--- src/rtl/clyde_round_ctrl_pkg.sv ---
// Shared definitions for the Clyde round controller: state encoding,
// default sizing and the layer order of a round in each direction.
package clyde_round_ctrl_pkg;

  localparam int SB_CYCLES_DEF = 3;
  localparam int NSTEPS_DEF    = 6;

  typedef enum logic [2:0] {
    S_IDLE,
    S_INIT,
    S_SB,
    S_LB,
    S_RC,
    S_TK,
    S_DONE
  } state_t;

  // Decryption walks the round layers in reverse: RC -> LB -> SB.
  localparam state_t ENC_FIRST = S_SB;
  localparam state_t ENC_LAST  = S_RC;
  localparam state_t DEC_FIRST = S_RC;
  localparam state_t DEC_LAST  = S_SB;

  function automatic state_t first_phase(input logic dir);
    return dir ? DEC_FIRST : ENC_FIRST;
  endfunction

  function automatic state_t last_phase(input logic dir);
    return dir ? DEC_LAST : ENC_LAST;
  endfunction

endpackage

--- src/rtl/clyde_round_ctrl_cnt.sv ---
// Round counter for the Clyde controller; flags the final round of the
// final step and whether the current round closes a step.
module clyde_round_cnt
  import clyde_round_ctrl_pkg::*;
#(
  parameter int NSTEPS = NSTEPS_DEF
) (
  input  logic       clk,
  input  logic       rst,
  input  logic       clr,
  input  logic       inc,
  output logic [3:0] round_idx,
  output logic       last_round,
  output logic       odd_round
);

  logic [3:0] round_q;

  always_ff @(posedge clk or negedge rst) begin
    if (!rst) begin
      round_q <= 4'd0;
    end else if (clr) begin
      round_q <= 4'd0;
    end else if (inc) begin
      round_q <= round_q + 4'd1;
    end
  end

  assign round_idx  = round_q;
  assign last_round = (round_q == 4'(2 * NSTEPS - 1));
  assign odd_round  = round_q[0];

endmodule

--- src/rtl/clyde_round_ctrl.sv ---
// Clyde primitive round sequencer: steps the masked S-box, L-box, round
// constant and tweakey layers for encryption or decryption.
module clyde_round_ctrl
  import clyde_round_ctrl_pkg::*;
#(
  parameter int SB_CYCLES = SB_CYCLES_DEF,
  parameter int NSTEPS    = NSTEPS_DEF
) (
  input  logic       clk,
  input  logic       rst,
  input  logic       start,
  input  logic       inverse,
  input  logic       abort,
  output logic       busy,
  output logic       done,
  output logic       w_syn_init,
  output logic       w_inverse,
  output logic       w_enable,
  output logic       sb_en,
  output logic [3:0] sb_phase,
  output logic       lb_en,
  output logic       rc_add,
  output logic       tk_add,
  output logic [3:0] round_idx
);

  state_t     state_q, state_next;
  logic       dir_q;
  logic       dir_load;
  logic [3:0] sb_cnt_q;
  logic       sb_last;
  logic       round_end;
  logic       round_inc, round_clr;
  logic       last_round, odd_round;

  assign sb_last   = (sb_cnt_q == 4'(SB_CYCLES - 1));
  assign round_end = (state_q == last_phase(dir_q)) && ((state_q != S_SB) || sb_last);

  always_ff @(posedge clk or negedge rst) begin
    if (!rst) begin
      state_q  <= S_IDLE;
      dir_q    <= 1'b0;
      sb_cnt_q <= 4'd0;
    end else begin
      state_q <= state_next;
      if (dir_load) begin
        dir_q <= inverse;
      end else if (state_next == S_IDLE) begin
        dir_q <= 1'b0;
      end
      if ((state_q == S_SB) && !sb_last && !abort) begin
        sb_cnt_q <= sb_cnt_q + 4'd1;
      end else begin
        sb_cnt_q <= 4'd0;
      end
    end
  end

  always_comb begin
    state_next = state_q;
    busy       = 1'b0;
    done       = 1'b0;
    w_syn_init = 1'b0;
    w_enable   = 1'b0;
    sb_en      = 1'b0;
    lb_en      = 1'b0;
    rc_add     = 1'b0;
    tk_add     = 1'b0;
    round_inc  = 1'b0;
    round_clr  = 1'b0;
    dir_load   = 1'b0;
    case (state_q)
      S_IDLE: begin
        round_clr = 1'b1;
        if (start) begin
          state_next = S_INIT;
          dir_load   = 1'b1;
        end
      end
      S_INIT: begin
        busy       = 1'b1;
        w_syn_init = 1'b1;
        w_enable   = 1'b1;
        tk_add     = 1'b1;
        state_next = first_phase(dir_q);
      end
      S_SB: begin
        busy  = 1'b1;
        sb_en = 1'b1;
        if (sb_last) state_next = S_LB;
      end
      S_LB: begin
        busy       = 1'b1;
        lb_en      = 1'b1;
        state_next = dir_q ? S_SB : S_RC;
      end
      S_RC: begin
        busy       = 1'b1;
        rc_add     = 1'b1;
        w_enable   = 1'b1;
        state_next = S_LB;
      end
      S_TK: begin
        busy   = 1'b1;
        tk_add = 1'b1;
        if (last_round) begin
          state_next = S_DONE;
          round_clr  = 1'b1;
        end else begin
          state_next = first_phase(dir_q);
          round_inc  = 1'b1;
        end
      end
      S_DONE: begin
        done       = 1'b1;
        round_clr  = 1'b1;
        state_next = S_IDLE;
      end
      default: state_next = S_IDLE;
    endcase
    // The closing layer of a round overrides the intra-round successor.
    if (round_end) begin
      if (odd_round) begin
        state_next = S_TK;
      end else begin
        state_next = first_phase(dir_q);
        round_inc  = 1'b1;
      end
    end
    if (abort) begin
      state_next = S_IDLE;
      round_clr  = 1'b1;
      round_inc  = 1'b0;
      dir_load   = 1'b0;
    end
  end

  clyde_round_cnt #(
    .NSTEPS(NSTEPS)
  ) u_round_cnt (
    .clk       (clk),
    .rst       (rst),
    .clr       (round_clr),
    .inc       (round_inc),
    .round_idx (round_idx),
    .last_round(last_round),
    .odd_round (odd_round)
  );

  assign w_inverse = dir_q;
  assign sb_phase  = sb_en ? sb_cnt_q : 4'd0;

endmodule

--- config.mk ---
export PLATFORM = sky130hd
export DESIGN_NAME = clyde_round_ctrl
export DESIGN_NICKNAME = d
export VERILOG_FILES = /design/src/rtl/clyde_round_ctrl_pkg.sv /design/src/rtl/clyde_round_ctrl_cnt.sv /design/src/rtl/clyde_round_ctrl.sv
export SDC_FILE = /design/constraint.sdc
export NUM_CORES = 1
export LEC_CHECK = 0
export ABC_AREA = 0
export BUFFER_PORTS_ARGS = -buffer_cell sky130_fd_sc_hd__buf_2
export CORE_MARGIN = 1
export CORE_UTILIZATION = 40
export CTS_CLUSTER_SIZE = 8
export DETAILED_ROUTE_END_ITERATION = 16
export SYNTH_ARGS = -nofsm -noshare
export SYNTH_HDL_FRONTEND = slang
export SYNTH_SLANG_ARGS = --single-unit
export TNS_END_PERCENT = 1
--- constraint.sdc ---
create_clock -name clk -period 3.8 [get_ports clk]
set_input_delay 0.19 -clock clk [delete_from_list [all_inputs] [get_ports clk]]
set_output_delay 0.19 -clock clk [all_outputs]
set_load 0.03 [all_outputs]
### After elaboration in Yosys (flattened, before gate mapping)

Cells that the tools add are included.

| storage, ports and cells | value |
|---|---|
| ROM bits | 0 |
| memories kept | 0 |
| RAM bits | 0 |
| bits in registers | 12 |
| bits in latches | 0 |

| cells by class | value |
|---|---|
| mux-type cells | 34 |
| reductions and logical operators | 14 |
| magnitude comparators | 0 |
| bitwise logic cells | 0 |
| equality and inequality tests | 10 |
| div/mod/pow operators | 0 |
| add/subtract/negate cells | 2 |
| shift operators | 0 |
| multiply operators | 0 |

Operators by type and width:

| cell | count |
|---|---|
| two-way mux 3 bit | 8 |
| two-way mux 1 bit | 20 |
| one-hot mux 3 bit (6 select lines) | 1 |
| two-way mux 4 bit | 4 |
| equality test 3 bit (second input constant) | 3 |
| adder 4 x 1 -> 4 bit (second input constant) | 2 |
| equality test 3 x 2 -> 1 bit (second input constant) | 2 |
| zero test 3 bit | 2 |
| OR reduction 2 bit | 3 |
| OR reduction 5 bit | 1 |
| equality test 4 x 2 -> 1 bit (second input constant) | 1 |
| equality test 4 bit (second input constant) | 1 |
| nonzero test 2 bit | 2 |
| equality test 3 x 1 -> 1 bit (second input constant) | 1 |
| equality test 3 bit | 1 |
| logical AND 1 bit | 3 |
| != test 3 x 2 -> 1 bit (second input constant) | 1 |
| zero test 1 bit | 2 |
| one-hot mux 1 bit (2 select lines) | 1 |
| logical OR 1 bit | 1 |

### Logic depth before layout (Yosys ltp)

Gate-level depths: netlist of the first run.

| logic depth | value |
|---|---|
| word-level depth | 8 |
| gate-level depth with buffers | 7 |
| mapped depth without buffers | 7 |

### Modules after synthesis

Synthesis of the first run repeated with hierarchy kept, for this count alone.

| unflattened totals | value |
|---|---|
| cells, all modules | 89 |
| area total of the unflattened synthesis | 818.3 µm² |

By module, submodules not included:

| module | instances | area each (µm²) | cells an instance |
|---|---|---|---|
| clyde_round_ctrl | 1 | 609.3 | 71 |
| clyde_round_cnt | 1 | 209.0 | 18 |

### Worst setup path after synthesis of the first run

OpenSTA, ideal clock, no wires.

| timing | value |
|---|---|
| path kind | flip-flop to flip-flop |
| start | register state_q[0] |
| end | register u_round_cnt.round_q[2] (netlist: u_round_cnt.round_idx[2]) |
| data required time | 3723 ps |
| library setup time | 77 ps |
| stages on the path, launching flop included | 7 |
| arrival | 1685 ps |
| buffers on the path | 1 |
| clock period less this slack | 1762 ps |
| setup slack | 2038 ps |
| cells stage by stage | dfrtp_1 buf_6 nor3b_4 a31o_4 a21oi_2 or3_1 a21oi_1 |

| between the ends | value |
|---|---|
| word-level cells in the longest chain between the ends | 6 |
| elaborated cells on any way between the ends | 16 |
| those cells by class | eq/ne: 4; mux: 7; reduce/logical: 5 |

RTL lines:

| what | RTL line | text |
|---|---|---|
| start, declared | clyde_round_ctrl.sv:27 | `state_t state_q, state_next;` |
| start signal, assigned | clyde_round_ctrl.sv:45 | `state_q <= state_next;` |
| equality test 3 bit or != test 3 x 2 -> 1 bit (tied branches) | clyde_round_ctrl.sv:72, clyde_round_ctrl.sv:37 |  |
| two-way mux 1 bit or logical OR 1 bit (tied branches) | clyde_round_ctrl.sv:72, clyde_round_ctrl.sv:37 |  |
| two-way mux 1 bit or logical AND 1 bit (tied branches) | clyde_round_ctrl.sv:123, clyde_round_ctrl.sv:37 |  |
| two-way mux 1 bit | clyde_round_ctrl.sv:122 | `if (round_end) begin` |
| two-way mux 1 bit | clyde_round_ctrl.sv:130 | `if (abort) begin` |
| nonzero test 2 bit (no source line) | n/a |  |
| end signal, assigned | clyde_round_ctrl_cnt.sv:25 | `round_q <= round_q + 4'd1;` |
| end, declared | clyde_round_ctrl_cnt.sv:17 | `logic [3:0] round_q;` |

Several ways; a longest one is shown, not always the timed one.
A chain may end at the register's enable or synchronous reset.

### Worst setup path in the final report of the first run

| timing | value |
|---|---|
| start | register state_q[1] |
| end | output port sb_phase[0] |

| between the ends | value |
|---|---|
| word-level cells in the longest chain between the ends | 3 |

RTL lines:

| what | RTL line | text |
|---|---|---|
| equality test 3 x 2 -> 1 bit | clyde_round_ctrl.sv:72 | `case (state_q)` |
| two-way mux 1 bit | clyde_round_ctrl.sv:72 |  |
| two-way mux 4 bit | clyde_round_ctrl.sv:151 | `assign sb_phase = sb_en ? sb_cnt_q : 4'd0;` |
| end, declared | clyde_round_ctrl.sv:20 | `output logic [3:0] sb_phase,` |

No other way between the ends.

==> results of run 1 <==
==> final cells by class <==
type	count	share of cell area [%]
clock buffers	3	2.206
repair buffers	22	11.27
flip-flops and latches	12	29.41
inverters	5	1.961
multi-input cells	74	51.84
well taps	27	3.309
==> cells by family (layout without fill, tap and decap cells) <==
kind of cell / Yosys count / in the layout / synth area share, %
adders and majority gates: 3 / 3 / 4.150
DFF: 12 / 12 / 33.20
muxes: 2 / 2 / 2.351
AOI/OAI and AO/OA: 20 / 20 / 17.01
buffers and inverters: 12 / 30 / 8.297
xor gates and xnor gates: 5 / 5 / 4.842
and+or+nand+nor: 44 / 44 / 30.15
==> where the power goes <==
group	internal [mW]	switching, mW	total, mW
combinational	0.0389	0.0636	0.102
sequential	0.134	0.0223	0.157
clock	0.0368	0.0422	0.0790
total	0.210	0.128	0.338
==> metal layers <==
metal  up-vias  GRT usage [%]  wire [µm]
met2        19          29.73        875
met4         0          5.714         36
met5         -              0          0
met1       357          22.46        899
li1        379              -          -
met3         5          2.778         82
==> critical path: cells and delay by family (launching register included) <==
family,cells,cell delay (ns)
flops,1,0.65
buf+inv,1,0.19
simple gates,2,0.66
==> timing repair <==
action / in CTS / in global routing
hold buffers: 1 / 0
endpoints found under the hold margin: 12 / 0
buffers inserted: 0 / 0
==> through the flow <==
step                      hold slack [ns]  instances
after floorplan                   -0.1056         98
after global placement            0.08207        139
after detailed placement          0.08740        139
after CTS                          0.2180        143
after global routing               0.2298        143
final                              0.2160        143
==> flip-flops by register name, summed over array words and instances, names as in the netlist <==
| signal | flops |
|---|---|
| sb_cnt_q | 4 |
| u_round_cnt.round_idx | 4 |
| state_q | 3 |
| w_inverse | 1 |
==> layout by cell type, fill, tap and decap left out, types with 2 or more instances in the layout <==
cell type	n
xnor2_1	2
nor2_1	13
nand2_1	5
clkbuf_4	3
inv_1	4
a21oi_1	3
o21ai_0	3
or3_1	3
nand4_1	2
buf_2	21
xor2_1	3
ha_1	3
nor2b_1	2
nor3_1	4
and2_2	4
dfrtp_1	12
==> how the worst max path moves through the flow <==
stage / start / slack [ns] / cells after the start / endpoint
3_3_place_gp: state_q[2]$_DFF_PN0_ / 1.92 / 5 / u_round_cnt.round_idx[2]$_DFFE_PN0P_
3_5_place_dp: state_q[2]$_DFF_PN0_ / 1.87 / 5 / u_round_cnt.round_idx[2]$_DFFE_PN0P_
6_report: state_q[1]$_DFF_PN0_ / 1.84 / 3 / sb_phase[0]
5_1_grt: state_q[1]$_DFF_PN0_ / 1.69 / 3 / sb_phase[0]
2_1_floorplan: state_q[0]$_DFF_PN0_ / 2.04 / 6 / u_round_cnt.round_idx[2]$_DFFE_PN0P_
4_1_cts: state_q[1]$_DFF_PN0_ / 1.82 / 3 / sb_phase[0]
==> impl_results.md, run 1 <==
- Outcome: finished clean
- Initial antenna violation count: 0
- Final Util: 50.00%
- Post-synth top area share: 33.20%
- Cell with the most instances after synthesis: nor2_1
- Synth Warn #: 0
- Die Area: 2456 µm²
- CP max-delay cell: dfrtp_1
- Worst hold path type: input pin to flip-flop
- Final Cycle Share: 51.67%
- CTS Buf Count: 3
- Final setup viols: 0
- Synthesized area: 904.6 µm²
- Unique masters post-synth: 45
- Die Height: 49.56 µm
- Total negative slack: 0 ns
- Clock skew: 0.0005282 ns
- CTS max path bufs: 2
- Vias: 760
- Max VDD drop: 0.1759 mV
- Drt drc: 0
- Worst R2R Path Depth: 5
- Worst path max stage delay: 0.65 ns
- Final Instance Area: 1021 µm²
- Ranking of synthesized cells by area: dfrtp_1 33%, nor2_1 5.4%, ha_1 4.1%
- Main synth FF type: dfrtp_1
- Synth Register Bits: 12
- Avg Inst Size Synth: 9.231 µm²
- CP required: 3.61 ns
- Avg WL per Cell: 13.23 µm
- Post-synth EDFFs: 0
- CTS clk-pin slew, worst paths: 0.07 ns
- Boundary Pins: 22
- Reg area: 300.3 µm²
- Critical Path Sink Type: primary output
- Filler Cell Count: 210
- GPL Wtd Cong: 0.7961
- Port bufs: 21
- H-tree levels: 1
- Crit path max fanout: 17
- Fmax: 0.5093 GHz
- Worst-Skew Late Latency: 0.27 ns
- Root buffer cell: clkbuf_4
- Sequential share of the synthesized area: 33.20%
- Cell Area, Placed: 988.4 µm²
- Area Growth Syn to Fin: 12.86%
- Asr flop ratio synth: 100.0%
- DP HPWL: 1.379 mm
- # clock sinks: 12
- Yosys top cell by area: dfrtp_1
- # Max-Cap Violations: 0
- All-layer global routing usage: 17.52%
- RSZ-0062 raised after global routing: no
- Layout cell share with drive strength beyond 1: 31.90%
- Final count of hold timing violations: 0
- Pin count of the biggest net entering global routing: 18
- Critical Path, Cell by Cell: nor3b_4 -> and2_2 -> buf_2
- Most frequent cells after synthesis: 13 x nor2_1, 12 x dfrtp_1, 5 x nand2_1
- Core area: 2042 µm²
- Worst setup slack after layout: 1.836 ns
- Vias in the first global route: 742
- CTS tree: yes
- Total grt overflow: 0
- Startpoint class of the critical path: flip-flop
- Multi-input gate area: 529.3 µm²
- Dpl ws: 1.872 ns
- Antenna-violating nets left: 0
- Total leakage power: 0.4919 nW
- Fin. max-slew vios: 0
- DR iter-0 viols: 12
- CP Class: flip-flop to primary output
- Post-CTS resize count: 0
- Reg2reg start: state_q[2]$_DFF_PN0_
- Fin crit period: 1.964 ns
- Layout net count: 126
- CP arrival: 1.77 ns
- P per Cell Area: 331.3 nW/µm²
- First-pass GRT wire length: 3.339 mm
- Via-per-instance ratio: 5.315
- Total chip power: 0.3382 mW
- FF-to-FF End: u_round_cnt.round_idx[2]$_DFFE_PN0P_
- Diode count: 0
- Flop-to-flop setup slack: 1.85 ns
- Hold endpoint: state_q[2]$_DFF_PN0_
- Hold Crit Depth: 2
- Initial DRT Pass Iterations: 4
- Post-Syn Nets: 106
- Chip Width: 49.56 µm
- Site row count: 16
- Initial core utilization: 44.30%
- Slew HR: 61.84%
- Final WL: 1.892 mm
- Worst Hold Launch: abort
- Syn Inst Count: 98
- Slew @ Worst Pin: 0.5724 ns
No activity file was read; power rests on OpenSTA's default activity.
==> inputs of run 2 (changes only) <==
- clock period: 3.8 -> 2 ns (I/O delays scaled with it)
==> run 2 against run 1 <==
  * First-iteration DRC count grew 17%
  * Via count is 3.2% higher
  * Hold slack worse by 0.058 ns
==> impl_results.md, run 2 (synthesis gave the netlist of run 1 again) <==
- Outcome: finished clean
- Fin crit period: 1.825 ns
- Critical Path, Cell by Cell: buf_4 -> nor3b_4 -> buf_4 -> and2_2 -> buf_2
- Pin count of the biggest net entering global routing: 15
- Worst Path Buf+Inv: 3
- H-tree levels: 1
- Vias: 784
- Antenna-violating nets left: 0
- Total leakage power: 0.5227 nW
- All-layer global routing usage: 17.51%
- Multi-input gate area: 529.3 µm²
- Startpoint class of the critical path: flip-flop
- Vias in the first global route: 766
- Final Cycle Share: 91.26%
- Commonest non-fill, non-tap cell in the layout: buf_2
- Die Height: 49.56 µm
- Chip Width: 49.56 µm
- Flop-to-flop setup slack: 0.20 ns
- Die Area: 2456 µm²
- CP Class: flip-flop to primary output
- GPL Wtd Cong: 0.8180
- Core area: 2042 µm²
- Layout net count: 132
- Diode count: 0
- Final count of hold timing violations: 0
- CTS Buf Count: 3
- CP required: 1.90 ns
- Worst R2R Path Depth: 7
- Setup bufs post-CTS: 0
- Initial DRT Pass Iterations: 4
- Fin. max-slew vios: 0
- Hold endpoint: state_q[2]$_DFF_PN0_
- Total grt overflow: 0
- DR iter-0 viols: 14
- CP max-delay cell: dfrtp_1
- Total negative slack: 0 ns
- CTS tree: yes
- DP HPWL: 1.463 mm
- Initial core utilization: 44.30%
- Critical Path Sink Type: primary output
- Boundary Pins: 22
- Final setup viols: 0
- Layout cell share with drive strength beyond 1: 35.25%
- Final Util: 52.21%
- Commonest non-fill, non-tap cells in the layout: 21 x buf_2, 13 x nor2_1, 12 x dfrtp_1
- CP dominant cell by count: buf_4
- CP arrival: 1.73 ns
- # Max-Cap Violations: 0
- Slew @ Worst Pin: 0.5042 ns
- Worst Hold Launch: abort
- Worst hold path type: input pin to flip-flop
- Clock skew: 0.002574 ns
- Reg area: 300.3 µm²
- Final WL: 1.904 mm
- Root buffer cell: clkbuf_4
- Avg WL per Cell: 12.78 µm
- RSZ-0062 raised after global routing: no
- Area Growth Syn to Fin: 17.84%
- CTS clk-pin slew, worst paths: 0.07 ns
- First-pass GRT wire length: 3.353 mm
- Fmax: 0.5479 GHz
- # clock sinks: 12
- Max VDD drop: 0.3715 mV
- Worst path max stage delay: 0.50 ns
- Reg2reg start: sb_cnt_q[0]$_DFF_PN0_
- Crit path max fanout: 11
- P per Cell Area: 612.0 nW/µm²
- Via-per-instance ratio: 5.262
- Cell family contributing the most delay on the critical path: buffers and inverters
- Port bufs: 21
- Hold Crit Depth: 2
- Slew HR: 66.30%
- Drt drc: 0
- Filler Cell Count: 216
- CTS max path bufs: 2
- Site row count: 16
- Worst-Skew Late Latency: 0.26 ns
- Initial antenna violation count: 0
- FF-to-FF End: u_round_cnt.round_idx[2]$_DFFE_PN0P_
-- run 2: power by group --
part	internal [mW]	switching, mW	total, mW	leakage, nW
clock network	0.0694	0.0690	0.138	0.0138
registers	0.256	0.0342	0.290	0.165
logic	0.0903	0.134	0.224	0.344
-- run 2: area by class of cell --
type                       count  share of cell area [%]
tap                           27                   3.169
sequential                    12                   28.17
inverter                       5                   1.878
clock buffer                   3                   2.113
timing repair buffer          28                   15.02
multi-input combinational     74                   49.65
-- run 2: per-layer routing --
layer / routed length [µm] / track usage (%)
met5: 0 / 0
met4: 31 / 7.143
met3: 52 / 3.086
met2: 904 / 27.70
met1: 916 / 23.37
-- run 2: stage by stage --
step | area, µm² | hold WS, ns | worst slack, ns | power [mW] | std cells
2_1_floorplan | 904.6 | -0.1956 | 0.2379 | 0.4562 | 98
3_3_place_gp | 1033 | -0.009696 | 0.2512 | 0.5156 | 145
3_5_place_dp | 1033 | -0.007163 | 0.2416 | 0.5164 | 145
4_1_cts | 1066 | 0.1323 | 0.1630 | 0.6606 | 149
5_1_grt | 1066 | 0.1514 | 0.02882 | 0.6936 | 149
6_report | 1066 | 0.1580 | 0.1749 | 0.6524 | 149
-- run 2: worst reg2reg max path: cells and delay by family (launching register included) --
| kind | cells | cell delay [ns] |
|---|---|---|
| adder cells (fa/ha/maj) | 1 | 0.14 |
| AND/OR/NAND/NOR | 2 | 0.65 |
| buffers and inverters | 1 | 0.07 |
| flip-flops | 1 | 0.42 |
| AO/OA/AOI/OAI | 3 | 0.44 |
-- run 2: timing repair --
| action | 4_1_cts | 5_1_grt |
|---|---|---|
| endpoints found under the hold margin | 12 | 0 |
| endpoints found under the setup margin | 0 | 0 |
| hold buffers | 1 | 0 |
| gates resized for setup | 0 | 0 |
-- run 2: worst max-delay path by stage --
stage	end	start	slack, ns	cells past startpoint
6_report	sb_phase[0]	state_q[0]$_DFF_PN0_	0.17	5
5_1_grt	w_inverse$_DFFE_PN0P_	state_q[1]$_DFF_PN0_	0.03	5
4_1_cts	sb_phase[0]	state_q[0]$_DFF_PN0_	0.16	5
3_5_place_dp	u_round_cnt.round_idx[2]$_DFFE_PN0P_	sb_cnt_q[0]$_DFF_PN0_	0.24	7
3_3_place_gp	u_round_cnt.round_idx[2]$_DFFE_PN0P_	sb_cnt_q[0]$_DFF_PN0_	0.25	7
2_1_floorplan	u_round_cnt.round_idx[2]$_DFFE_PN0P_	state_q[0]$_DFF_PN0_	0.24	6
